==> src/rtl/hazard_stall_ctrl_if.sv <==
// Pipeline <-> hazard controller signal bundle: hazard sources in, stall/flush controls out.
// The pipeline side is the master; the controller is the slave.
interface hazard_stall_ctrl_if #(
  parameter int REGFILE_LEN = 6,
  parameter int CNT_WIDTH   = 32
);
  logic [REGFILE_LEN-1:0] id_rs1;
  logic [REGFILE_LEN-1:0] id_rs2;
  logic                   id_uses_rs1;
  logic                   id_uses_rs2;
  logic [REGFILE_LEN-1:0] ex_rd;
  logic                   ex_mem_read;
  logic                   ex_branch_taken;
  logic                   imem_ready;
  logic                   mem_req;
  logic                   mem_ready;
  logic                   perf_clr;

  logic                   pc_write;
  logic                   stall_if_id;
  logic                   stall_id_ex;
  logic                   stall_ex_mem;
  logic                   stall_mem_wb;
  logic                   flush_if_id;
  logic                   flush_id_ex;
  logic                   mem_timeout;
  logic [1:0]             state;
  logic [CNT_WIDTH-1:0]   stall_count;

  modport master (
    output id_rs1, id_rs2, id_uses_rs1, id_uses_rs2, ex_rd, ex_mem_read,
           ex_branch_taken, imem_ready, mem_req, mem_ready, perf_clr,
    input  pc_write, stall_if_id, stall_id_ex, stall_ex_mem, stall_mem_wb,
           flush_if_id, flush_id_ex, mem_timeout, state, stall_count
  );

  modport slave (
    input  id_rs1, id_rs2, id_uses_rs1, id_uses_rs2, ex_rd, ex_mem_read,
           ex_branch_taken, imem_ready, mem_req, mem_ready, perf_clr,
    output pc_write, stall_if_id, stall_id_ex, stall_ex_mem, stall_mem_wb,
           flush_if_id, flush_id_ex, mem_timeout, state, stall_count
  );
endinterface

==> src/rtl/hazard_stall_ctrl.sv <==
// Stall/flush sequencer for the 5-stage pipeline: combinational hazard priority,
// memory-wait FSM with sticky timeout fault, saturating stall-cycle counter.
module hazard_stall_ctrl #(
  parameter int REGFILE_LEN = 6,
  parameter int MEM_TIMEOUT = 255,
  parameter int CNT_WIDTH   = 32
) (
  input  logic                clk,
  input  logic                rst,
  hazard_stall_ctrl_if.slave  bus
);

  localparam int WAIT_W = (MEM_TIMEOUT < 1) ? 1 : $clog2(MEM_TIMEOUT + 1);
  localparam logic [WAIT_W-1:0]      WAIT_MAX = WAIT_W'(MEM_TIMEOUT);
  localparam logic [WAIT_W-1:0]      WAIT_ONE = WAIT_W'(1);
  localparam logic [REGFILE_LEN-1:0] REG_X0   = '0;

  typedef enum logic [1:0] {
    RUN      = 2'd0,
    MEM_WAIT = 2'd1,
    FAULT    = 2'd2
  } state_e;

  typedef struct packed {
    logic pc_write;
    logic stall_if_id;
    logic stall_id_ex;
    logic stall_ex_mem;
    logic stall_mem_wb;
    logic flush_if_id;
    logic flush_id_ex;
  } ctrl_t;

  localparam ctrl_t CTRL_FREEZE = '{pc_write: 1'b0, stall_if_id: 1'b1, stall_id_ex: 1'b1,
                                    stall_ex_mem: 1'b1, stall_mem_wb: 1'b1,
                                    flush_if_id: 1'b0, flush_id_ex: 1'b0};

  state_e               state_q, state_d;
  logic [WAIT_W-1:0]    wait_cnt_q, wait_cnt_d;
  logic                 mem_timeout_q, mem_timeout_d;
  logic [CNT_WIDTH-1:0] stall_count_q, stall_count_d;

  logic  mem_stall;
  logic  rs1_hit;
  logic  rs2_hit;
  logic  load_use;
  ctrl_t run_ctrl;
  ctrl_t ctrl;

  always_comb begin
    mem_stall = bus.mem_req && !bus.mem_ready;
    rs1_hit   = bus.id_uses_rs1 && (bus.id_rs1 == bus.ex_rd);
    rs2_hit   = bus.id_uses_rs2 && (bus.id_rs2 == bus.ex_rd);
    // x0 is hardwired, so a load targeting it can never create a dependency
    load_use  = bus.ex_mem_read && (bus.ex_rd != REG_X0) && (rs1_hit || rs2_hit);
  end

  // Non-memory hazard resolution; also used on the release cycle of a memory wait
  always_comb begin
    run_ctrl = '0;
    if (bus.ex_branch_taken) begin
      run_ctrl.pc_write    = 1'b1;
      run_ctrl.flush_if_id = 1'b1;
      run_ctrl.flush_id_ex = 1'b1;
    end else if (load_use) begin
      run_ctrl.stall_if_id = 1'b1;
      run_ctrl.flush_id_ex = 1'b1;
    end else if (!bus.imem_ready) begin
      run_ctrl.flush_if_id = 1'b1;
    end else begin
      run_ctrl.pc_write    = 1'b1;
    end
  end

  always_comb begin
    state_d       = state_q;
    wait_cnt_d    = wait_cnt_q;
    mem_timeout_d = mem_timeout_q;
    ctrl          = '0;
    unique case (state_q)
      RUN: begin
        if (mem_stall) begin
          ctrl       = CTRL_FREEZE;
          state_d    = MEM_WAIT;
          wait_cnt_d = WAIT_ONE;
        end else begin
          ctrl       = run_ctrl;
        end
      end
      MEM_WAIT: begin
        if (!mem_stall) begin
          ctrl       = run_ctrl;
          state_d    = RUN;
          wait_cnt_d = '0;
        end else if (wait_cnt_q == WAIT_MAX) begin
          ctrl          = CTRL_FREEZE;
          state_d       = FAULT;
          mem_timeout_d = 1'b1;
        end else begin
          ctrl       = CTRL_FREEZE;
          wait_cnt_d = wait_cnt_q + WAIT_ONE;
        end
      end
      FAULT: begin
        ctrl          = CTRL_FREEZE;
        mem_timeout_d = 1'b1;
      end
      default: begin
        ctrl       = CTRL_FREEZE;
        state_d    = RUN;
        wait_cnt_d = '0;
      end
    endcase
    if (rst) begin
      ctrl = '0;
    end
  end

  always_comb begin
    stall_count_d = stall_count_q;
    if (bus.perf_clr) begin
      stall_count_d = '0;
    end else if (!ctrl.pc_write && (stall_count_q != {CNT_WIDTH{1'b1}})) begin
      stall_count_d = stall_count_q + {{(CNT_WIDTH-1){1'b0}}, 1'b1};
    end
  end

  always_ff @(posedge clk or posedge rst) begin
    if (rst) begin
      state_q       <= RUN;
      wait_cnt_q    <= '0;
      mem_timeout_q <= 1'b0;
      stall_count_q <= '0;
    end else begin
      state_q       <= state_d;
      wait_cnt_q    <= wait_cnt_d;
      mem_timeout_q <= mem_timeout_d;
      stall_count_q <= stall_count_d;
    end
  end

  assign bus.pc_write     = ctrl.pc_write;
  assign bus.stall_if_id  = ctrl.stall_if_id;
  assign bus.stall_id_ex  = ctrl.stall_id_ex;
  assign bus.stall_ex_mem = ctrl.stall_ex_mem;
  assign bus.stall_mem_wb = ctrl.stall_mem_wb;
  assign bus.flush_if_id  = ctrl.flush_if_id;
  assign bus.flush_id_ex  = ctrl.flush_id_ex;
  assign bus.mem_timeout  = mem_timeout_q;
  assign bus.state        = state_q;
  assign bus.stall_count  = stall_count_q;

endmodule
==> src/flat_wrapper.sv <==
// flat-port wrapper written by rule: the top's interface ports become plain ports
module hazard_stall_ctrl_flat 
#(
  parameter int REGFILE_LEN = 6,
  parameter int MEM_TIMEOUT = 255,
  parameter int CNT_WIDTH   = 32
)
  (clk, rst, bus_id_rs1, bus_id_rs2, bus_id_uses_rs1, bus_id_uses_rs2, bus_ex_rd, bus_ex_mem_read, bus_ex_branch_taken, bus_imem_ready, bus_mem_req, bus_mem_ready, bus_perf_clr, bus_pc_write, bus_stall_if_id, bus_stall_id_ex, bus_stall_ex_mem, bus_stall_mem_wb, bus_flush_if_id, bus_flush_id_ex, bus_mem_timeout, bus_state, bus_stall_count);
  hazard_stall_ctrl_if #(.REGFILE_LEN(REGFILE_LEN), .CNT_WIDTH(CNT_WIDTH)) bus_i ();
  input  logic clk;
  input  logic rst;
  input wire logic [$bits(bus_i.id_rs1)-1:0] bus_id_rs1;
  input wire logic [$bits(bus_i.id_rs2)-1:0] bus_id_rs2;
  input wire logic [$bits(bus_i.id_uses_rs1)-1:0] bus_id_uses_rs1;
  input wire logic [$bits(bus_i.id_uses_rs2)-1:0] bus_id_uses_rs2;
  input wire logic [$bits(bus_i.ex_rd)-1:0] bus_ex_rd;
  input wire logic [$bits(bus_i.ex_mem_read)-1:0] bus_ex_mem_read;
  input wire logic [$bits(bus_i.ex_branch_taken)-1:0] bus_ex_branch_taken;
  input wire logic [$bits(bus_i.imem_ready)-1:0] bus_imem_ready;
  input wire logic [$bits(bus_i.mem_req)-1:0] bus_mem_req;
  input wire logic [$bits(bus_i.mem_ready)-1:0] bus_mem_ready;
  input wire logic [$bits(bus_i.perf_clr)-1:0] bus_perf_clr;
  output wire logic [$bits(bus_i.pc_write)-1:0] bus_pc_write;
  output wire logic [$bits(bus_i.stall_if_id)-1:0] bus_stall_if_id;
  output wire logic [$bits(bus_i.stall_id_ex)-1:0] bus_stall_id_ex;
  output wire logic [$bits(bus_i.stall_ex_mem)-1:0] bus_stall_ex_mem;
  output wire logic [$bits(bus_i.stall_mem_wb)-1:0] bus_stall_mem_wb;
  output wire logic [$bits(bus_i.flush_if_id)-1:0] bus_flush_if_id;
  output wire logic [$bits(bus_i.flush_id_ex)-1:0] bus_flush_id_ex;
  output wire logic [$bits(bus_i.mem_timeout)-1:0] bus_mem_timeout;
  output wire logic [$bits(bus_i.state)-1:0] bus_state;
  output wire logic [$bits(bus_i.stall_count)-1:0] bus_stall_count;
  assign bus_i.id_rs1 = bus_id_rs1;
  assign bus_i.id_rs2 = bus_id_rs2;
  assign bus_i.id_uses_rs1 = bus_id_uses_rs1;
  assign bus_i.id_uses_rs2 = bus_id_uses_rs2;
  assign bus_i.ex_rd = bus_ex_rd;
  assign bus_i.ex_mem_read = bus_ex_mem_read;
  assign bus_i.ex_branch_taken = bus_ex_branch_taken;
  assign bus_i.imem_ready = bus_imem_ready;
  assign bus_i.mem_req = bus_mem_req;
  assign bus_i.mem_ready = bus_mem_ready;
  assign bus_i.perf_clr = bus_perf_clr;
  assign bus_pc_write = bus_i.pc_write;
  assign bus_stall_if_id = bus_i.stall_if_id;
  assign bus_stall_id_ex = bus_i.stall_id_ex;
  assign bus_stall_ex_mem = bus_i.stall_ex_mem;
  assign bus_stall_mem_wb = bus_i.stall_mem_wb;
  assign bus_flush_if_id = bus_i.flush_if_id;
  assign bus_flush_id_ex = bus_i.flush_id_ex;
  assign bus_mem_timeout = bus_i.mem_timeout;
  assign bus_state = bus_i.state;
  assign bus_stall_count = bus_i.stall_count;
  hazard_stall_ctrl #(.REGFILE_LEN(REGFILE_LEN), .MEM_TIMEOUT(MEM_TIMEOUT), .CNT_WIDTH(CNT_WIDTH)) u_core (.clk(clk), .rst(rst), .bus(bus_i));
endmodule
==> config.mk <==
export PLATFORM = sky130hd
export DESIGN_NAME = hazard_stall_ctrl_flat
export DESIGN_NICKNAME = d
export VERILOG_FILES = /design/src/rtl/hazard_stall_ctrl_if.sv /design/src/rtl/hazard_stall_ctrl.sv /design/src/flat_wrapper.sv
export SDC_FILE = /design/constraint.sdc
export NUM_CORES = 1
export LEC_CHECK = 0
export CAP_MARGIN = 25
export CORE_MARGIN = 2
export CORE_UTILIZATION = 50
export CTS_CLUSTER_DIAMETER = 200
export DETAILED_ROUTE_END_ITERATION = 8
export HOLD_SLACK_MARGIN = 0.12
export PLACE_DENSITY_LB_ADDON = 0.3
export REMOVE_ABC_BUFFERS = 1
export SETUP_SLACK_MARGIN = 0.02
export SYNTH_ARGS = -nofsm -noshare
export SYNTH_HDL_FRONTEND = slang
export SYNTH_SLANG_ARGS = --single-unit
export TNS_END_PERCENT = 1
==> constraint.sdc <==
create_clock -name clk -period 5.2 [get_ports clk]
set_clock_uncertainty 0.15 [all_clocks]
set_input_delay 1.04 -clock clk [delete_from_list [all_inputs] [get_ports clk]]
set_output_delay 1.04 -clock clk [all_outputs]
set_load 0.01 [all_outputs]
==> implementation parameters <==
Parameter                              Value

Setup path
  Critical path buffers and inverters ... 3
  Worst setup startpoint ... bus_ex_rd[0]
  Kind of cell adding the most delay to the critical path ... buffers and inverters
  Kind of end point of the critical path ... output pin
  Cell with the biggest individual delay on the critical path ... sky130_fd_sc_hd__clkdlybuf4s50_1
  Path length in cells of the critical path ... 7
  Most used cell along the critical path ... sky130_fd_sc_hd__clkdlybuf4s50_1
  Biggest fanout along the worst timing path ... 11
  Number of cell instances on the worst register-to-register path ... 9
  R2R Path Start ... u_core.bus.state[0]
  Kind of start point of the critical path ... input port
  Capture point of the critical path ... bus_pc_write
  Worst Path Arrival ... 3.37 ns
  Worst setup path class ... in2out
  CP required ... between 4 and 5 ns
  Critical Path, Cell by Cell ... clkdlybuf4s50_1 > nor4_1 > a311o_1 > nand2_1 > o21ai_0 > buf_4 > clkdlybuf4s50_1
  Worst setup slack for register-to-register paths ... 2.48 ns
  Critical register-to-register path endpoint ... u_core.bus.stall_count[22]
  Largest stage delay on the critical path ... 0.55 ns

Finish
  Number of inserted diodes ... 0
  Fillers ... 445
  Flip-flop and latch area ... 1076 um^2
  Design area ... 3560 um^2
  Area growth from synthesis to layout ... 30.09%
  Count of placed standard cells in the final layout, fillers left out ... 449
  Layout cells sized above 1 ... 0.07124
  Layout Nets ... 413
  Leading cell type in the layout, fill and taps excluded ... sky130_fd_sc_hd__clkdlybuf4s50_1
  Highest-count cells in the layout ignoring fill and taps ... sky130_fd_sc_hd__clkdlybuf4s50_1, sky130_fd_sc_hd__dfrtp_1, sky130_fd_sc_hd__nor2_1, sky130_fd_sc_hd__a21oi_1, sky130_fd_sc_hd__nand2_1
  Multi-input combinational cell area ... approximately 1600 um^2

Synthesis
  Cell types occupying the most area after synthesis ... sky130_fd_sc_hd__dfrtp_1, sky130_fd_sc_hd__mux2_2, sky130_fd_sc_hd__xnor2_1
  Post-synthesis async set-or-reset flop share ... 1.000
  Post-Syn Area ... 2736 um^2
  Post-synth EDFFs ... 0
  Cells after Synth ... 314
  Number of library cell types mapped by synthesis ... 42
  Portion of synthesized cell area occupied by the leading cell type ... 0.3932
  Mean instance size in the synthesized netlist ... 8.715 um^2
  Library cell with the largest summed area after synthesis ... sky130_fd_sc_hd__dfrtp_1
  Most frequently used flop master after synthesis ... sky130_fd_sc_hd__dfrtp_1
  Seq cells post-synth ... 43
  Share of the yosys chip area belonging to registers ... 0.3932
  Yosys warns ... 0

Placement
  Number of cells in the design after placement ... around 440
  Placed Instance Area ... 3483 um^2
  Port Buffer Count ... 69
  HPWL after detailed placement ... 4695 um
  Gp weighted congestion ... about 0.86

Timing
  Hold Slack ... 0.3109 ns
  Total negative setup slack ... 0 ns
  Unrepaired setup endpoints after global routing ... false
  Endpoints failing hold ... 0
  Final count of negative-setup-slack endpoints ... 0
  Share of the clock period used by the worst path after layout ... 0.8760
  Achievable clock frequency ... 0.2195 GHz
  Worst slew margin relative to its limit ... 0.3624
  Min cycle time layout ... roughly 4.6 ns
  Actual slew at the worst max-slew pin ... 0.9483 ns
  Final-report max-slew violation count ... 0

CTS
  Maximum count of clock buffers along a single path ... 2
  Cts bufs inserted ... 5
  Maximum level of the CTS H-tree ... 2
  CTS tree ... built
  Post-cts repair resize count ... 0
  Hold-fix buffers at CTS ... 0
  Clk Latency, worst-skew pair ... 0.29 ns
  Root buffer cell ... sky130_fd_sc_hd__clkbuf_8
  Clock-pin slew of the registers on the worst-case setup and hold paths ... 0.07 ns
  Number of sinks on the clock net ... 43
  Number of setup buffers added after CTS ... 0

Global routing
  Pin count of the biggest net entering global routing ... 34
  Total congestion overflow after global routing ... 0
  All-Layer GR Usage ... 0.2240
  Wire length of the first global-routing pass ... 11250 um
  Number of antenna violations at the first check in global routing ... 0
  Vias in the first global route ... 2525

Die
  Initial core utilization ... 0.5257
  Y dimension of the die ... 77.98 um
  Core Area ... 5205 um^2
  Horizontal die dimension ... around 78 um
  Std-Cell Rows ... 26
  Full die area ... 6081 um^2
  Number of top-level pins ... 70

Min path
  Worst hold-check path type ... reg2reg

Detailed routing
  Final WL ... 6353 um
  DRT Pass-1 Iters ... 5
  Post-detailed-route count of antenna-violating nets ... 0
  Average detailed-routed wire length per instance ... 14.15 um
  Vias ... 2574
  Ratio of routed vias to standard cells ... 5.733
  Starting DRT DRC Count ... 100
  DRC violations left ... 0

Power and ir drop
  Leakage component of the power ... 1.326 nW
  Pwr Total ... between 0.0007 and 0.0008 W
  Flop pwr share ... 0.462
  P_sw ... 0.0002496 W
  Fraction of power spent switching nets ... 0.3143
  Worst IR Drop VDD ... approximately 0.14 mV
  Internal power component ... 0.0005445 W
  Total power per unit cell area ... 223.1 nW/um^2
  Part of the power in combinational logic ... 0.291
  Clock share of power ... 0.248

Flow run
  # Max-Cap Violations ... 0

Status
  Run status ... finished clean
## cell type report
type                            count  area share
Clock buffer                        5     0.01933
Clock inverter                      1    0.002109
Tap cell                           70     0.02460
Inverter                            5    0.005272
Multi-Input combinational cell    251      0.4418
Sequential cell                    43      0.3023
Timing Repair Buffer               74      0.2046
## per-stage QoR
stage          utilization  setup slack [ns]
2_1_floorplan            -             1.510
3_3_place_gp        0.6692            0.7603
3_5_place_dp        0.6692            0.6673
4_1_cts             0.6839            0.6554
5_1_grt             0.6839            0.4914
6_report            0.6839            0.6448
## kinds of logic (layout without fill, tap and decap cells)
| logic type | Yosys count | count (layout) | share of synthesized area |
|---|---|---|---|
| AO/OA/AOI/OAI | 58 | 58 | 0.1248 |
| multiplexers | 14 | 14 | 0.05761 |
| AND/OR/NAND/NOR | 157 | 157 | 0.3150 |
| adder cells (fa/ha/maj) | 5 | 5 | 0.02286 |
| flip-flops | 43 | 43 | 0.3932 |
| buffers and inverters | 20 | 85 | 0.03200 |
| XOR/XNOR | 17 | 17 | 0.05442 |
## power by group through the flow
stage	clock, W	sequential, W	combinational [W]
global placement	0	0.000373	0.000226
global route	0.000216	0.000369	0.000257
finish	0.000197	0.000367	0.000231
floorplan	0	0.000373	0.000122
detailed placement	0	0.000373	0.000231
CTS	0.000202	0.000366	0.000231
## cells in the mapped netlist (5+ instances only)
| library cell | count |
|---|---|
| sky130_fd_sc_hd__nor2b_1 | 14 |
| sky130_fd_sc_hd__o41ai_1 | 5 |
| sky130_fd_sc_hd__or4b_1 | 5 |
| sky130_fd_sc_hd__nor2_1 | 34 |
| sky130_fd_sc_hd__xnor2_1 | 15 |
| sky130_fd_sc_hd__dfrtp_1 | 43 |
| sky130_fd_sc_hd__nand2_1 | 22 |
| sky130_fd_sc_hd__nand3_1 | 14 |
| sky130_fd_sc_hd__nand4_1 | 15 |
| sky130_fd_sc_hd__ha_1 | 5 |
| sky130_fd_sc_hd__mux2_2 | 13 |
| sky130_fd_sc_hd__clkbuf_1 | 9 |
| sky130_fd_sc_hd__inv_1 | 5 |
| sky130_fd_sc_hd__a21oi_1 | 25 |
| sky130_fd_sc_hd__nor4_1 | 7 |
| sky130_fd_sc_hd__o21ai_0 | 17 |
| sky130_fd_sc_hd__or3_1 | 11 |
| sky130_fd_sc_hd__nor3_1 | 8 |
## flip-flops by register name, summed over array words and instances (netlist names)
signal                  flops
u_core.bus.stall_count     32
u_core.wait_cnt_q           8
u_core.bus.state            2
u_core.bus.mem_timeout      1
## how the worst min path moves through the flow
| stage | startpoint | to | slack, ns | cells past startpoint |
|---|---|---|---|---|
| after floorplan | u_core.wait_cnt_q[1] | u_core.wait_cnt_q[1] | 0.33 | 2 |
| after global placement | u_core.bus.mem_timeout | u_core.bus.mem_timeout | 0.29 | 1 |
| after detailed placement | u_core.bus.mem_timeout | u_core.bus.mem_timeout | 0.30 | 1 |
| after CTS | u_core.bus.mem_timeout | u_core.bus.mem_timeout | 0.32 | 1 |
| after global routing | u_core.bus.mem_timeout | u_core.bus.mem_timeout | 0.34 | 1 |
| final | u_core.bus.mem_timeout | u_core.bus.mem_timeout | 0.31 | 1 |
## worst reg2reg max path: stages, from the launching register on
cell and delay, ns:
sky130_fd_sc_hd__dfrtp_1 0.41, sky130_fd_sc_hd__inv_1 0.09, sky130_fd_sc_hd__ha_1 0.21, sky130_fd_sc_hd__nor2_1 0.07, sky130_fd_sc_hd__nor3_1 0.40, sky130_fd_sc_hd__o21ai_0 0.27
sky130_fd_sc_hd__nor2_1 0.19, sky130_fd_sc_hd__buf_4 0.32, sky130_fd_sc_hd__nand4b_1 0.17, sky130_fd_sc_hd__mux2_2 0.33
## per-layer routing
layer	wire [um]	track usage
met1	2946	0.2901
met4	63	0.05263
met2	3109	0.3897
met5	0	0
met3	233	0.04070
No activity file was read; power rests on OpenSTA's default activity.
